**config.mk**
```make
export PLATFORM = sky130hd
export DESIGN_NAME = video_stream_monitor
export DESIGN_NICKNAME = d
export VERILOG_FILES = /design/src/rtl/video_stream_monitor.sv
export SDC_FILE = /design/constraint.sdc
export NUM_CORES = 1
export LEC_CHECK = 0
export ABC_AREA = 1
export BUFFER_PORTS_ARGS = -buffer_cell sky130_fd_sc_hd__buf_4
export CORE_ASPECT_RATIO = 0.5
export CORE_UTILIZATION = 39
export DETAILED_ROUTE_END_ITERATION = 8
export PLACE_DENSITY = 0.62
export SLEW_MARGIN = 20
export SYNTH_ARGS = -nofsm -noshare
export SYNTH_HDL_FRONTEND = slang
export SYNTH_SLANG_ARGS = --single-unit
```
**constraint.sdc**
```tcl
create_clock -name clk_vga -period 5.9 [get_ports clk_vga]
set_input_delay 1.18 -clock clk_vga [delete_from_list [all_inputs] [get_ports clk_vga]]
set_output_delay 1.18 -clock clk_vga [all_outputs]
set_load 0.02 [all_outputs]
```
**src/rtl/video_stream_monitor.sv**
```systemverilog
// Receive-side video stream monitor: recovers active-pixel coordinates, measures line/frame
// geometry against the configured mode, and produces a per-frame checksum of the active pixels.
module video_stream_monitor #(
    parameter int   VGA_WIDTH = 12,
    parameter int   HSIZE     = 640,
    parameter int   HMAX      = 800,
    parameter int   VSIZE     = 480,
    parameter int   VMAX      = 525,
    parameter logic HSPP      = 1'b1,
    parameter logic VSPP      = 1'b1
) (
    input  logic                 clk_vga,
    input  logic                 reset_n,
    input  logic [7:0]           video_red,
    input  logic [7:0]           video_green,
    input  logic [7:0]           video_blue,
    input  logic                 video_hsync,
    input  logic                 video_vsync,
    input  logic                 video_de,
    input  logic                 clear_err,
    output logic                 pixel_valid,
    output logic [VGA_WIDTH-1:0] hpos,
    output logic [VGA_WIDTH-1:0] vpos,
    output logic                 locked,
    output logic                 frame_done,
    output logic [VGA_WIDTH-1:0] meas_htotal,
    output logic [VGA_WIDTH-1:0] meas_hactive,
    output logic [VGA_WIDTH-1:0] meas_vtotal,
    output logic [VGA_WIDTH-1:0] meas_vactive,
    output logic [31:0]          frame_checksum,
    output logic                 err_htotal,
    output logic                 err_hactive,
    output logic                 err_vtotal,
    output logic                 err_vactive
);

    typedef enum logic [1:0] {SEARCH, MEASURE, LOCKED} state_t;

    localparam logic [VGA_WIDTH-1:0] L_HSIZE = VGA_WIDTH'(HSIZE);
    localparam logic [VGA_WIDTH-1:0] L_HMAX  = VGA_WIDTH'(HMAX);
    localparam logic [VGA_WIDTH-1:0] L_VSIZE = VGA_WIDTH'(VSIZE);
    localparam logic [VGA_WIDTH-1:0] L_VMAX  = VGA_WIDTH'(VMAX);
    localparam logic [VGA_WIDTH-1:0] L_ONE   = VGA_WIDTH'(1);

    state_t r_state;
    state_t w_stateNext;
    logic   w_enterMeasure;

    logic [7:0] r_red;
    logic [7:0] r_green;
    logic [7:0] r_blue;
    logic       r_hs;
    logic       r_vs;
    logic       r_de;
    logic       r_hsPrev;
    logic       r_vsPrev;

    logic [VGA_WIDTH-1:0] r_hcnt;
    logic [VGA_WIDTH-1:0] r_deCnt;
    logic [VGA_WIDTH-1:0] r_lines;
    logic [VGA_WIDTH-1:0] r_vlines;
    logic [VGA_WIDTH-1:0] r_hposNext;
    logic [VGA_WIDTH-1:0] r_lastHtotal;
    logic [VGA_WIDTH-1:0] r_lastHactive;
    logic                 r_skipLen;
    logic                 r_frameBad;
    logic [31:0]          r_cs;

    logic                 w_hsEdge;
    logic                 w_vsEdge;
    logic                 w_checking;
    logic [VGA_WIDTH-1:0] w_lineLen;
    logic [VGA_WIDTH-1:0] w_lineDe;
    logic                 w_lineActive;
    logic                 w_lenErr;
    logic                 w_actErr;
    logic                 w_lineBad;
    logic [VGA_WIDTH-1:0] w_frameLines;
    logic [VGA_WIDTH-1:0] w_frameVlines;
    logic                 w_frameEnd;
    logic                 w_vtotErr;
    logic                 w_vactErr;
    logic                 w_frameBad;
    logic [31:0]          w_csNext;

    always_ff @(posedge clk_vga or negedge reset_n) begin
        if (!reset_n) begin
            r_red    <= '0;
            r_green  <= '0;
            r_blue   <= '0;
            r_hs     <= 1'b0;
            r_vs     <= 1'b0;
            r_de     <= 1'b0;
            r_hsPrev <= 1'b0;
            r_vsPrev <= 1'b0;
        end else begin
            r_red    <= video_red;
            r_green  <= video_green;
            r_blue   <= video_blue;
            r_hs     <= video_hsync;
            r_vs     <= video_vsync;
            r_de     <= video_de;
            r_hsPrev <= r_hs;
            r_vsPrev <= r_vs;
        end
    end

    // A line or frame boundary that coincides with this cycle's edge still belongs to the
    // ending line/frame, so the "closing" values fold in the current cycle's contribution.
    assign w_hsEdge      = (r_hs == HSPP) && (r_hsPrev != HSPP);
    assign w_vsEdge      = (r_vs == VSPP) && (r_vsPrev != VSPP);
    assign w_checking    = (r_state != SEARCH);
    assign w_lineLen     = r_hcnt + L_ONE;
    assign w_lineDe      = r_deCnt + {{(VGA_WIDTH-1){1'b0}}, r_de};
    assign w_lineActive  = (w_lineDe != '0);
    assign w_lenErr      = w_hsEdge && w_checking && !r_skipLen && (w_lineLen != L_HMAX);
    assign w_actErr      = w_hsEdge && w_checking && w_lineActive && (w_lineDe != L_HSIZE);
    assign w_lineBad     = w_lenErr || w_actErr;
    assign w_frameLines  = r_lines + {{(VGA_WIDTH-1){1'b0}}, w_hsEdge};
    assign w_frameVlines = r_vlines + {{(VGA_WIDTH-1){1'b0}}, (w_hsEdge && w_lineActive)};
    assign w_frameEnd    = w_vsEdge && w_checking;
    assign w_vtotErr     = w_frameEnd && (w_frameLines != L_VMAX);
    assign w_vactErr     = w_frameEnd && (w_frameVlines != L_VSIZE);
    assign w_frameBad    = r_frameBad || w_lineBad || w_vtotErr || w_vactErr;
    assign w_csNext      = r_de ? ({r_cs[30:0], r_cs[31]} ^ {8'h00, r_red, r_green, r_blue}) : r_cs;

    always_comb begin
        w_stateNext    = r_state;
        w_enterMeasure = 1'b0;
        case (r_state)
            SEARCH: begin
                if (w_vsEdge) begin
                    w_stateNext    = MEASURE;
                    w_enterMeasure = 1'b1;
                end
            end
            MEASURE: begin
                if (w_vsEdge && !w_frameBad) begin
                    w_stateNext = LOCKED;
                end
            end
            LOCKED: begin
                if (w_lineBad || (w_vsEdge && w_frameBad)) begin
                    w_stateNext = MEASURE;
                end
            end
            default: w_stateNext = SEARCH;
        endcase
    end

    always_ff @(posedge clk_vga or negedge reset_n) begin
        if (!reset_n) begin
            r_state <= SEARCH;
        end else begin
            r_state <= w_stateNext;
        end
    end

    assign locked = (r_state == LOCKED);

    // hcnt since reset is not a real line length, hence the first edge after SEARCH is not length-checked.
    always_ff @(posedge clk_vga or negedge reset_n) begin
        if (!reset_n) begin
            r_hcnt        <= '0;
            r_deCnt       <= '0;
            r_lines       <= '0;
            r_vlines      <= '0;
            r_hposNext    <= '0;
            r_lastHtotal  <= '0;
            r_lastHactive <= '0;
            r_skipLen     <= 1'b0;
            r_frameBad    <= 1'b0;
            r_cs          <= '0;
        end else begin
            if (w_hsEdge) begin
                r_hcnt       <= '0;
                r_deCnt      <= '0;
                r_lastHtotal <= w_lineLen;
                if (w_lineActive) begin
                    r_lastHactive <= w_lineDe;
                end
            end else begin
                if (r_hcnt != '1) begin
                    r_hcnt <= r_hcnt + L_ONE;
                end
                if (r_de) begin
                    r_deCnt <= r_deCnt + L_ONE;
                end
            end
            if (w_vsEdge) begin
                r_lines    <= '0;
                r_vlines   <= '0;
                r_cs       <= '0;
                r_frameBad <= 1'b0;
            end else begin
                r_lines  <= w_frameLines;
                r_vlines <= w_frameVlines;
                r_cs     <= w_csNext;
                if (w_lineBad) begin
                    r_frameBad <= 1'b1;
                end
            end
            r_hposNext <= r_de ? (r_hposNext + L_ONE) : '0;
            if (w_enterMeasure) begin
                r_skipLen <= 1'b1;
            end else if (w_hsEdge) begin
                r_skipLen <= 1'b0;
            end
        end
    end

    always_ff @(posedge clk_vga or negedge reset_n) begin
        if (!reset_n) begin
            pixel_valid    <= 1'b0;
            hpos           <= '0;
            vpos           <= '0;
            frame_done     <= 1'b0;
            meas_htotal    <= '0;
            meas_hactive   <= '0;
            meas_vtotal    <= '0;
            meas_vactive   <= '0;
            frame_checksum <= '0;
            err_htotal     <= 1'b0;
            err_hactive    <= 1'b0;
            err_vtotal     <= 1'b0;
            err_vactive    <= 1'b0;
        end else begin
            pixel_valid <= r_de;
            hpos        <= r_de ? r_hposNext : '0;
            vpos        <= r_de ? r_vlines : '0;
            frame_done  <= w_frameEnd;
            if (w_frameEnd) begin
                meas_htotal    <= w_hsEdge ? w_lineLen : r_lastHtotal;
                meas_hactive   <= (w_hsEdge && w_lineActive) ? w_lineDe : r_lastHactive;
                meas_vtotal    <= w_frameLines;
                meas_vactive   <= w_frameVlines;
                frame_checksum <= w_csNext;
            end
            err_htotal  <= w_lenErr  || (err_htotal  && !clear_err);
            err_hactive <= w_actErr  || (err_hactive && !clear_err);
            err_vtotal  <= w_vtotErr || (err_vtotal  && !clear_err);
            err_vactive <= w_vactErr || (err_vactive && !clear_err);
        end
    end

endmodule

```
==> impl_metrics.json, run 1 <==
{
  "core-area_um2": 26600,
  "relSlewSlack": 0.400,
  "drc": 0,
  "die-area_um2": 27900,
  "worst-r2r-cell-count": 26,
  "detail-route-antenna-nets": 0,
  "hold_viol": 0,
  "crit_required_ps": 6320,
  "crit_start": "r_deCnt[0]",
  "totalWireLength_mm": 23.5,
  "yosysUniqueCellTypes": 37,
  "hold_depth": 0,
  "clk_latency_ps": 530,
  "ios": 141,
  "setup_slack_ps": 2100,
  "rows": 42,
  "cts_made_buffers": 25,
  "synthTopCellsByArea": "dfrtp_1 61%, nand2_1 11%, o21ai_0 5.5%",
  "seqCellArea_um2": 6480,
  "synth_top_area_cell": "dfrtp_1",
  "leakage_nw": 6.54,
  "dpl_cell_area_um2": 12000,
  "cts_resized": 0,
  "die_h_um": 119,
  "top_usage_layer": "met2",
  "place_congestion": 0.871,
  "syn2layout_area_growth_pct": 21.6,
  "vias_per_cell": 4.77,
  "fmax_ghz": 0.263,
  "ctsHoldBuffers": 0,
  "crit_fanout": 16,
  "vdd_drop_max_mv": 0.190,
  "nNetsFinal": 1315,
  "power.density_nw_per_um2": 380,
  "slew_violations": 0,
  "grt_pass1_wl_mm": 39.6,
  "rsz0062_at_grt": "no",
  "fin_crit_sh": 0.644,
  "criticalPathCategory": "reg2reg",
  "first_pass_iters": 5,
  "ctsHtreeMaxLevel": 1,
  "arrival_ps": 4210,
  "rr_startpoint": "r_deCnt[0]",
  "cts_num_sinks": 259,
  "grt_max_degree": 110,
  "route.vias.total": 7843,
  "port_buffers": 140,
  "startpoint_type": "register",
  "gr-usage-all-layers": 0.173,
  "synth_area_um2": 10600,
  "synth_top_area_share": 0.611,
  "layout-drive-gt1-share": 0.173,
  "worstMarginPinSlew_ps": 900,
  "tns_ps": 0,
  "fin_crit_ps": 3800,
  "antenna_found_initial": 0,
  "hp-class": "reg2reg",
  "grt_pass1_vias": 7911,
  "yosysWarnings": 0,
  "post_cts_buffers": 0,
  "skew_ps": 8.30,
  "critPathCaptureType": "register",
  "initial_core_util": 0.399,
  "multi_input_area_um2": 3600,
  "design_area_um2": 12900,
  "drt-initial-drc-count": 572,
  "path_clk_slew_ps": 60,
  "diodes": 0,
  "synth_edf_count": 0,
  "run_status": "finished clean",
  "grt.overflow.total": 0,
  "use_met3": 0.0308,
  "cap_violations": 0,
  "cts_tree": "yes",
  "hp-start": "r_hs",
  "use_met2": 0.287,
  "cts_buffer_depth": 3,
  "wl_per_cell_um": 14.3,
  "synth_cells": 1139,
  "ys_seq_area_frac": 0.611,
  "die_w_um": 235,
  "final_cells": 1645,
  "async_reset_ff_frac": 1.00,
  "synth_nets": 1179,
  "synth-main-ff-cell": "dfrtp_1",
  "avgSynthCellArea_um2": 9.32,
  "dpl.hpwl_mm": 15.7,
  "yosys_register_bits": 259,
  "cts_root_buf": "clkbuf_16",
  "final-setup-viol-count": 0,
  "dp.cells": 1600,
  "gr-usage-met1": 0.235,
  "place_ws_ps": 1960,
  "n_fill_cell": 2515
}
==> power by group <==
group | internal [mW] | switching (mW) | total (mW)
clock | 1.00 | 0.671 | 1.67
sequential | 2.04 | 0.155 | 2.19
combinational | 0.399 | 0.637 | 1.04
==> flip-flops by register name, summed over array words and instances (netlist names), 2 cells and up <==
signal and flops:
frame_checksum 32, hpos 12, meas_hactive 12, meas_htotal 12
meas_vactive 12, meas_vtotal 12, r_blue 8, r_cs 32
r_deCnt 12, r_green 8, r_hcnt 12, r_hposNext 12
r_lastHactive 12, r_lastHtotal 12, r_lines 12, r_red 8
r_state 2, r_vlines 12, vpos 12
==> final timing paths <==
check / to / slack (ps)
worst max-delay path: r_state[1] / 2100
worst min-delay path: r_hsPrev / 390
worst max register to register: r_state[1] / 2100
worst min register to register: r_hsPrev / 390
max in group asynchronous: r_red[6] / 3850
min in group asynchronous: hpos[0] / 660
==> worst max-delay path: stages (launching register included) <==
cell and delay (ps):
dfrtp_1 410, ha_1 240, ha_1 210, inv_1 130, nand2_1 70, nand2_1 100
nand2_1 70, nor2_2 130, nand3_1 100, nor2_2 140, nand3_4 100, nand2_4 200
inv_4 110, ha_1 240, ha_1 190, inv_1 50, nor2_1 60, xnor2_1 250
nand3_1 120, nor2_1 110, nand3_1 80, nand2_1 90, nand2_1 90, o21ai_1 140
nand2_1 100, nand3_1 110, nand2_1 60
==> placed cells by master (no fill, tap or decap), types with 3 or more instances in the layout <==
master and instances:
nand2_1 316, dfrtp_1 258, buf_4 145, nor2_1 118, o21ai_0 117, inv_1 101
nand3_1 36, xnor2_1 29, a21oi_1 25, clkbuf_16 25, nand4_1 13, ha_1 10
xor2_1 8, nor2_2 7, clkbuf_8 7, clkbuf_1 7, nor3_1 6, mux2i_1 6
o21ai_2 6, a31oi_1 6, nor2_4 5, nand2_2 4, nand3_2 4, nand2_4 3
a31oi_2 3, bufinv_16 3
==> cell families (layout without fill, tap and decap cells) <==
logic type                 Yosys count  count (layout)  share of synthesized area
AOI/OAI and AO/OA                  165             165                     0.0847
adders and majority gates           10              10                     0.0118
buffers and inverters              143             297                     0.0515
DFF                                259             259                      0.611
and+or+nand+nor                    519             519                      0.205
muxes                                6               6                    0.00566
xor gates and xnor gates            37              37                     0.0305
==> per-stage QoR <==
| stage | power (mW) | util | hold WS, ps |
|---|---|---|---|
| floorplan | 2.80 | - | 354 |
| CTS | 4.98 | 0.485 | 374 |
| finish | 4.90 | 0.485 | 394 |
| global route | 5.16 | 0.485 | 414 |
| detailed placement | 3.27 | 0.453 | 360 |
| global placement | 3.25 | 0.453 | 358 |
==> synthesized netlist by cell type (2+ instances only) <==
master and count:
and3_1 2, buf_1 4, a31oi_2 3, nor3_1 6, dfrtp_1 259, nor2_1 119, and2_1 2, nand2_4 2
clkbuf_1 33, a21oi_1 25, ha_1 10, nand3_1 36, nor2_4 4, mux2i_1 6, o21ai_1 2, nand3_2 4
nand2_2 3, nor2_2 7, nand4_1 13, o21ai_2 6, xnor2_1 29, inv_1 101, o21bai_1 2, a221oi_1 2
o21ai_0 117, xor2_1 8, a31oi_1 6, clkinv_1 2, nand2_1 318
==> layout make-up <==
cell class,count,area share
flip-flops and latches,259,0.503
clock inverters,6,0.00844
clock buffers,39,0.0580
well taps,352,0.0341
multi-input cells,737,0.279
repair buffers,147,0.0871
inverters,105,0.0307
==> routing by layer <==
layer	vias up	part of all wire
li1	3887	-
met3	41	0.033
met1	3798	0.47
met4	0	0.022
met5	-	0
met2	117	0.48
No activity file was read; power rests on OpenSTA's default activity.
==> inputs of run 2 (changes only) <==
--- a/config.mk
+++ b/config.mk
@@ -5,7 +5,7 @@
 export SDC_FILE = /design/constraint.sdc
 export NUM_CORES = 1
 export LEC_CHECK = 0
-export ABC_AREA = 1
+export ABC_AREA = 0
 export BUFFER_PORTS_ARGS = -buffer_cell sky130_fd_sc_hd__buf_4
 export CORE_ASPECT_RATIO = 0.5
 export CORE_UTILIZATION = 39
==> constraint.sdc (replaced) <==
create_clock -name clk_vga -period 3.9 [get_ports clk_vga]
set_input_delay 0.78 -clock clk_vga [delete_from_list [all_inputs] [get_ports clk_vga]]
set_output_delay 0.78 -clock clk_vga [all_outputs]
set_load 0.02 [all_outputs]
==> run 2 against run 1 <==
Compared with the run above:
- the run now ends with design-rule violations left
- power increased by 47%
- sequential share of layout area decreased by 0.41 points
- critical path depth decreased by 11
- setup slack got worse by 2100 ps
- via count decreased by 9.8%
- global-route usage decreased by 1.1 points
- worst hold slack got worse by 210 ps
- core utilization increased by 0.69 points
- design area increased by 0.81%
- critical endpoint is now r_state[0]
- largest power group unchanged
==> impl_metrics.json, run 2 <==
{
  "place_ws_ps": -108,
  "crit_fanout": 4,
  "worst-r2r-cell-count": 15,
  "syn2layout_area_growth_pct": 23.8,
  "grt_max_degree": 100,
  "path_clk_slew_ps": 60,
  "core-area_um2": 26400,
  "async_reset_ff_frac": 1.00,
  "avgSynthCellArea_um2": 11.2,
  "switching_share": 0.299,
  "drt-initial-drc-count": 345,
  "relSlewSlack": 0.379,
  "ios": 141,
  "mostFrequentLayoutCell": "dfrtp_1",
  "criticalPathCategory": "reg2reg",
  "startpoint_type": "register",
  "yosysUniqueCellTypes": 57,
  "dpl.hpwl_mm": 14.9,
  "slew_violations": 0,
  "first_pass_iters": 7,
  "rsz0062_at_grt": "yes",
  "cap_violations": 0,
  "tns_ps": 0,
  "drc": 2,
  "synth_edf_count": 0,
  "seqPwrFrac": 0.460,
  "violations": "design-rule violations",
  "final_cell_mix": "258 x dfrtp_1, 173 x buf_4, 134 x nand2_1",
  "cts_buffer_depth": 3,
  "grt_pass1_wl_mm": 36.2,
  "power.density_nw_per_um2": 554,
  "place_congestion": 0.826,
  "synth_nets": 981,
  "dpl_cell_area_um2": 12100,
  "design_area_um2": 13000,
  "yosysMostFrequentCell": "dfrtp_1",
  "crit_required_ps": 4320,
  "wl_per_cell_um": 14.9,
  "reg2reg_to": "r_state[0]",
  "fin_crit_sh": 0.998,
  "final-setup-viol-count": 0,
  "synthTopCellsByArea": "dfrtp_1 62%, xnor2_1 5.2%, nand2_1 4.8%",
  "diodes": 0,
  "antenna_found_initial": 0,
  "arrival_ps": 4310,
  "layout-drive-gt1-share": 0.240,
  "cts_num_sinks": 259,
  "switching_power_mw": 2.15,
  "dp.cells": 1419,
  "regToRegSetupSlack_ps": 7,
  "cts_root_buf": "clkbuf_16",
  "route.vias.total": 7072,
  "ys_seq_area_frac": 0.617,
  "synth_top_area_cell": "dfrtp_1",
  "synth_common_cells": "259 x dfrtp_1, 135 x nand2_1, 94 x o21ai_0",
  "initial_core_util": 0.398,
  "final_cells": 1463,
  "rows": 42,
  "pwr-share-clk": 0.321,
  "pwr-share-comb": 0.219,
  "grt_pass1_vias": 7072,
  "fmax_ghz": 0.257,
  "utilization": 0.492,
  "worstMarginPinSlew_ps": 932,
  "synth_top_area_share": 0.617,
  "fin_crit_ps": 3890,
  "yosysWarnings": 0,
  "clk_latency_ps": 530,
  "setup_slack_ps": 7.28,
  "yosys_register_bits": 259,
  "rr_startpoint": "r_de",
  "synth-main-ff-cell": "dfrtp_1",
  "reg.largest.list": "frame_checksum x32, r_cs x32",
  "die_w_um": 234,
  "detail-route-antenna-nets": 0,
  "n_fill_cell": 2395,
  "skew_ps": 13.8,
  "run_status": "finished with violations",
  "totalWireLength_mm": 21.9,
  "synth_area_um2": 10500,
  "hold_viol": 0,
  "vias_per_cell": 4.83,
  "hp-class": "in2async",
  "nNetsFinal": 1136,
  "ctsHoldBuffers": 0,
  "critPathCaptureType": "register",
  "synth_cells": 941,
  "cts_tree": "yes",
  "vdd_drop_max_mv": 0.318,
  "port_buffers": 140,
  "leakage_nw": 6.24,
  "die_h_um": 118,
  "ctsHtreeMaxLevel": 1,
  "grt.overflow.total": 0,
  "p_int_mw": 5.06,
  "die-area_um2": 27600,
  "gr-usage-all-layers": 0.162,
  "cts_made_buffers": 25
}
run 2: power groups by stage:
stage	clock network (mW)	registers, mW	logic (mW)
global route	2.50	3.36	1.72
detailed placement	0	3.36	1.56
global placement	0	3.35	1.53
finish	2.32	3.31	1.58
floorplan	0	3.58	0.618
CTS	2.40	3.31	1.57
run 2: how the worst max path moves through the flow:
stage / from / end / depth (start not counted)
after floorplan: r_deCnt[0] / r_state[0] / 16
after global placement: r_de / r_state[0] / 15
after detailed placement: r_de / r_state[0] / 15
after CTS: r_de / r_state[0] / 15
after global routing: r_deCnt[0] / r_state[0] / 15
final: r_de / r_state[0] / 15
run 2: repair_timing:
action | in CTS | in global routing
cloned | 0 | 0
pin swaps | 0 | 6
gates resized for setup | 0 | 9
endpoints found under the setup margin | 1 | 1
buffers inserted | 0 | 2
run 2: through the flow:
stage / hold WS, ps / power (mW)
floorplan: 347 / 4.20
global placement: 362 / 4.88
detailed placement: 371 / 4.92
CTS: 189 / 7.28
global route: 198 / 7.58
finish: 183 / 7.21
run 2: cell families after synthesis:
kind of cell,after synthesis,synth area share
AOI/OAI and AO/OA,137,0.0739
xor gates and xnor gates,86,0.0717
adders and majority gates,10,0.0119
buffers and inverters,57,0.0229
DFF,259,0.617
muxes,39,0.0433
and+or+nand+nor,353,0.159
run 2: routing by layer:
layer	GRT usage	part of all wire	wire length, µm
met5	0	0	0
met2	0.260	0.48	10400
met4	0.0345	0.018	391
met1	0.226	0.47	10300
met3	0.0327	0.033	730
run 2: area by class of cell:
type | count | area [µm²] | share of cell area
Clock inverter | 9 | 60.1 | 0.00462
Inverter | 9 | 33.8 | 0.00260
Tap cell | 352 | 440 | 0.0339
Clock buffer | 33 | 726 | 0.0558
Timing Repair Buffer | 176 | 1350 | 0.104
Sequential cell | 259 | 6480 | 0.498
Multi-Input combinational cell | 625 | 3910 | 0.301
run 2: critical path: stages (launching register included):
cell      delay, ps
dfrtp_2         420
ha_4            170
ha_4            160
xor2_1          160
or3_4           350
nor4_4          160
nand2b_1         90
o31a_1          340
ha_4            200
ha_4            210
nor4_2          200
nand3_1         130
nor4b_2         320
a31oi_2         150
or4_1           490
o211a_1         230
==> inputs of run 3 (changes only) <==
--- a/config.mk
+++ b/config.mk
@@ -6,11 +6,11 @@
 export NUM_CORES = 1
 export LEC_CHECK = 0
 export ABC_AREA = 0
-export BUFFER_PORTS_ARGS = -buffer_cell sky130_fd_sc_hd__buf_4
+export BUFFER_PORTS_ARGS = -buffer_cell sky130_fd_sc_hd__buf_2
 export CORE_ASPECT_RATIO = 0.5
-export CORE_UTILIZATION = 39
+export CORE_UTILIZATION = 40
 export DETAILED_ROUTE_END_ITERATION = 8
-export PLACE_DENSITY = 0.62
+export PLACE_DENSITY = 0.63
 export SLEW_MARGIN = 20
 export SYNTH_ARGS = -nofsm -noshare
 export SYNTH_HDL_FRONTEND = slang
==> run 3 against run 2 <==
Compared with the run above:
- the run ends with negative setup slack left
- die area shrank 2.5%
- critical path depth unchanged
- routed wire length fell by 0.48%
- core utilization grew 0.43 points
- combinational power fell by 9%
- power shrank 1.0%
- sequential cell count stayed put
- worst hold slack improved by 120 ps
- first-iteration DRC count grew 5.5%
- cell count decreased by 0.82%
- setup slack got worse by 65 ps
- via count increased by 0.16%
- critical path type unchanged
- critical endpoint unchanged
==> impl_metrics.json, run 3 (synthesized netlist as in run 2, its figures left out) <==
{
  "run_status": "finished with violations",
  "violations": "negative setup slack",
  "reg.largest.list": "frame_checksum x32, r_cs x32",
  "fmax_ghz": 0.253,
  "slew_violations": 0,
  "ctsHtreeMaxLevel": 1,
  "die-area_um2": 27000,
  "fin_crit_sh": 1.01,
  "die_h_um": 117,
  "drc": 0,
  "criticalPathCategory": "reg2reg",
  "worst-r2r-cell-count": 15,
  "mostFrequentLayoutCell": "dfrtp_1",
  "final_cell_mix": "258 x dfrtp_1, 139 x buf_2, 135 x nand2_1",
  "fin_crit_ps": 3960,
  "cts_root_buf": "clkbuf_16",
  "vias_per_cell": 4.88,
  "cap_violations": 0,
  "startpoint_type": "register",
  "crit_fanout": 3,
  "relSlewSlack": 0.386,
  "cts_num_sinks": 259,
  "vdd_drop_max_mv": 0.364,
  "cts_buffer_depth": 3,
  "leakage_nw": 6.18,
  "ctsHoldBuffers": 0,
  "ios": 141,
  "n_fill_cell": 2284,
  "reg2reg_to": "r_state[0]",
  "finalPower_mw": 7.14,
  "first_pass_iters": 4,
  "hp-class": "in2async",
  "wl_per_cell_um": 15.0,
  "setup_slack_ps": -57.5,
  "dpl_cell_area_um2": 11800,
  "dpl.hpwl_mm": 14.6,
  "die_w_um": 231,
  "arrival_ps": 4370,
  "place_congestion": 0.831,
  "grt_max_degree": 111,
  "rows": 41,
  "core-area_um2": 25500,
  "regToRegSetupSlack_ps": -60,
  "totalWireLength_mm": 21.8,
  "power.density_nw_per_um2": 564,
  "worstMarginPinSlew_ps": 921,
  "port_buffers": 140,
  "critPathCaptureType": "register",
  "clk_latency_ps": 520,
  "tns_ps": -57.5,
  "drt-initial-drc-count": 364,
  "grt_pass1_wl_mm": 36.1,
  "grt.overflow.total": 0,
  "route.vias.total": 7083,
  "initial_core_util": 0.412,
  "utilization": 0.496,
  "final-setup-viol-count": 1,
  "path_clk_slew_ps": 70,
  "detail-route-antenna-nets": 0,
  "antenna_found_initial": 1,
  "grt_pass1_vias": 7030,
  "design_area_um2": 12700,
  "hold_viol": 0,
  "gr-usage-all-layers": 0.165,
  "rsz0062_at_grt": "yes",
  "layout-drive-gt1-share": 0.234,
  "cts_made_buffers": 24,
  "rr_startpoint": "r_deCnt[0]",
  "nNetsFinal": 1132,
  "crit_required_ps": 4310,
  "skew_ps": 14.3,
  "syn2layout_area_growth_pct": 20.4,
  "cts_tree": "yes",
  "whs_ps": 308
}
==> run 3: cell count changes in the layout (fill, tap and decap cells not counted), moves of 2 or more <==
cell and delta:
clkinvlp_4 -2, buf_4 -142, bufinv_16 +2, clkbuf_1 +2
buf_2 +139, clkinv_2 -2
==> run 3: area by class of cell <==
class,count,area (µm²),share of cell area
inverters,9,33.8,0.00267
repair buffers,173,983,0.0777
well taps,344,430,0.0340
diodes,1,2.50,0.000198
clock buffers,34,719,0.0569
clock inverters,6,91.3,0.00722
multi-input cells,625,3910,0.309
flip-flops and latches,259,6480,0.512
==> run 3: worst max-delay path by stage <==
stage | startpoint | cells past startpoint | end | slack (ps)
floorplan | r_deCnt[0] | 16 | r_state[0] | -10
global placement | r_de | 15 | r_state[0] | -70
detailed placement | r_deCnt[0] | 15 | r_state[0] | -160
CTS | r_deCnt[0] | 15 | r_state[0] | -180
global route | r_deCnt[0] | 15 | r_state[0] | -250
finish | r_deCnt[0] | 15 | r_state[0] | -60
==> run 3: what timing repair did <==
action	CTS	global route
resized for setup	4	4
endpoints found under the setup margin	1	3
buffers inserted	1	0
hold endpoints to repair	0	0
pin swaps	4	4
==> run 3: per-layer routing <==
layer | vias up | part of all wire | track usage | wire length [µm]
li1 | 3452 | - | - | -
met1 | 3496 | 0.47 | 0.225 | 10200
met2 | 109 | 0.47 | 0.273 | 10300
met3 | 26 | 0.044 | 0.0366 | 954
met4 | 0 | 0.014 | 0.0344 | 313
met5 | - | 0 | 0 | 0
==> run 3: power breakdown <==
group / switching [mW] / internal, mW / total, mW / leakage (nW)
clock: 0.992 / 1.41 / 2.41 / 0.402
sequential: 0.245 / 3.06 / 3.30 / 3.41
combinational: 0.870 / 0.560 / 1.43 / 2.37
total: 2.11 / 5.03 / 7.14 / 6.18
==> run 3: worst max-delay path: stages, from the launching register on <==
cell,delay [ps]
dfrtp_1,410
ha_4,180
ha_4,160
xor2_1,170
or3_4,350
nor4_4,270
nand2b_1,90
o31a_1,300
ha_4,190
ha_4,220
nor4_4,200
nand3_1,140
nor4b_2,280
a31oi_2,150
or4_1,500
o211a_1,230
==> run 3: metrics by stage <==
stage,setup slack [ps],cells
after CTS,-177,1450
final,-57.5,1451
after detailed placement,-164,1409
after global placement,-74.0,1409
after floorplan,-11.3,941
after global routing,-247,1450
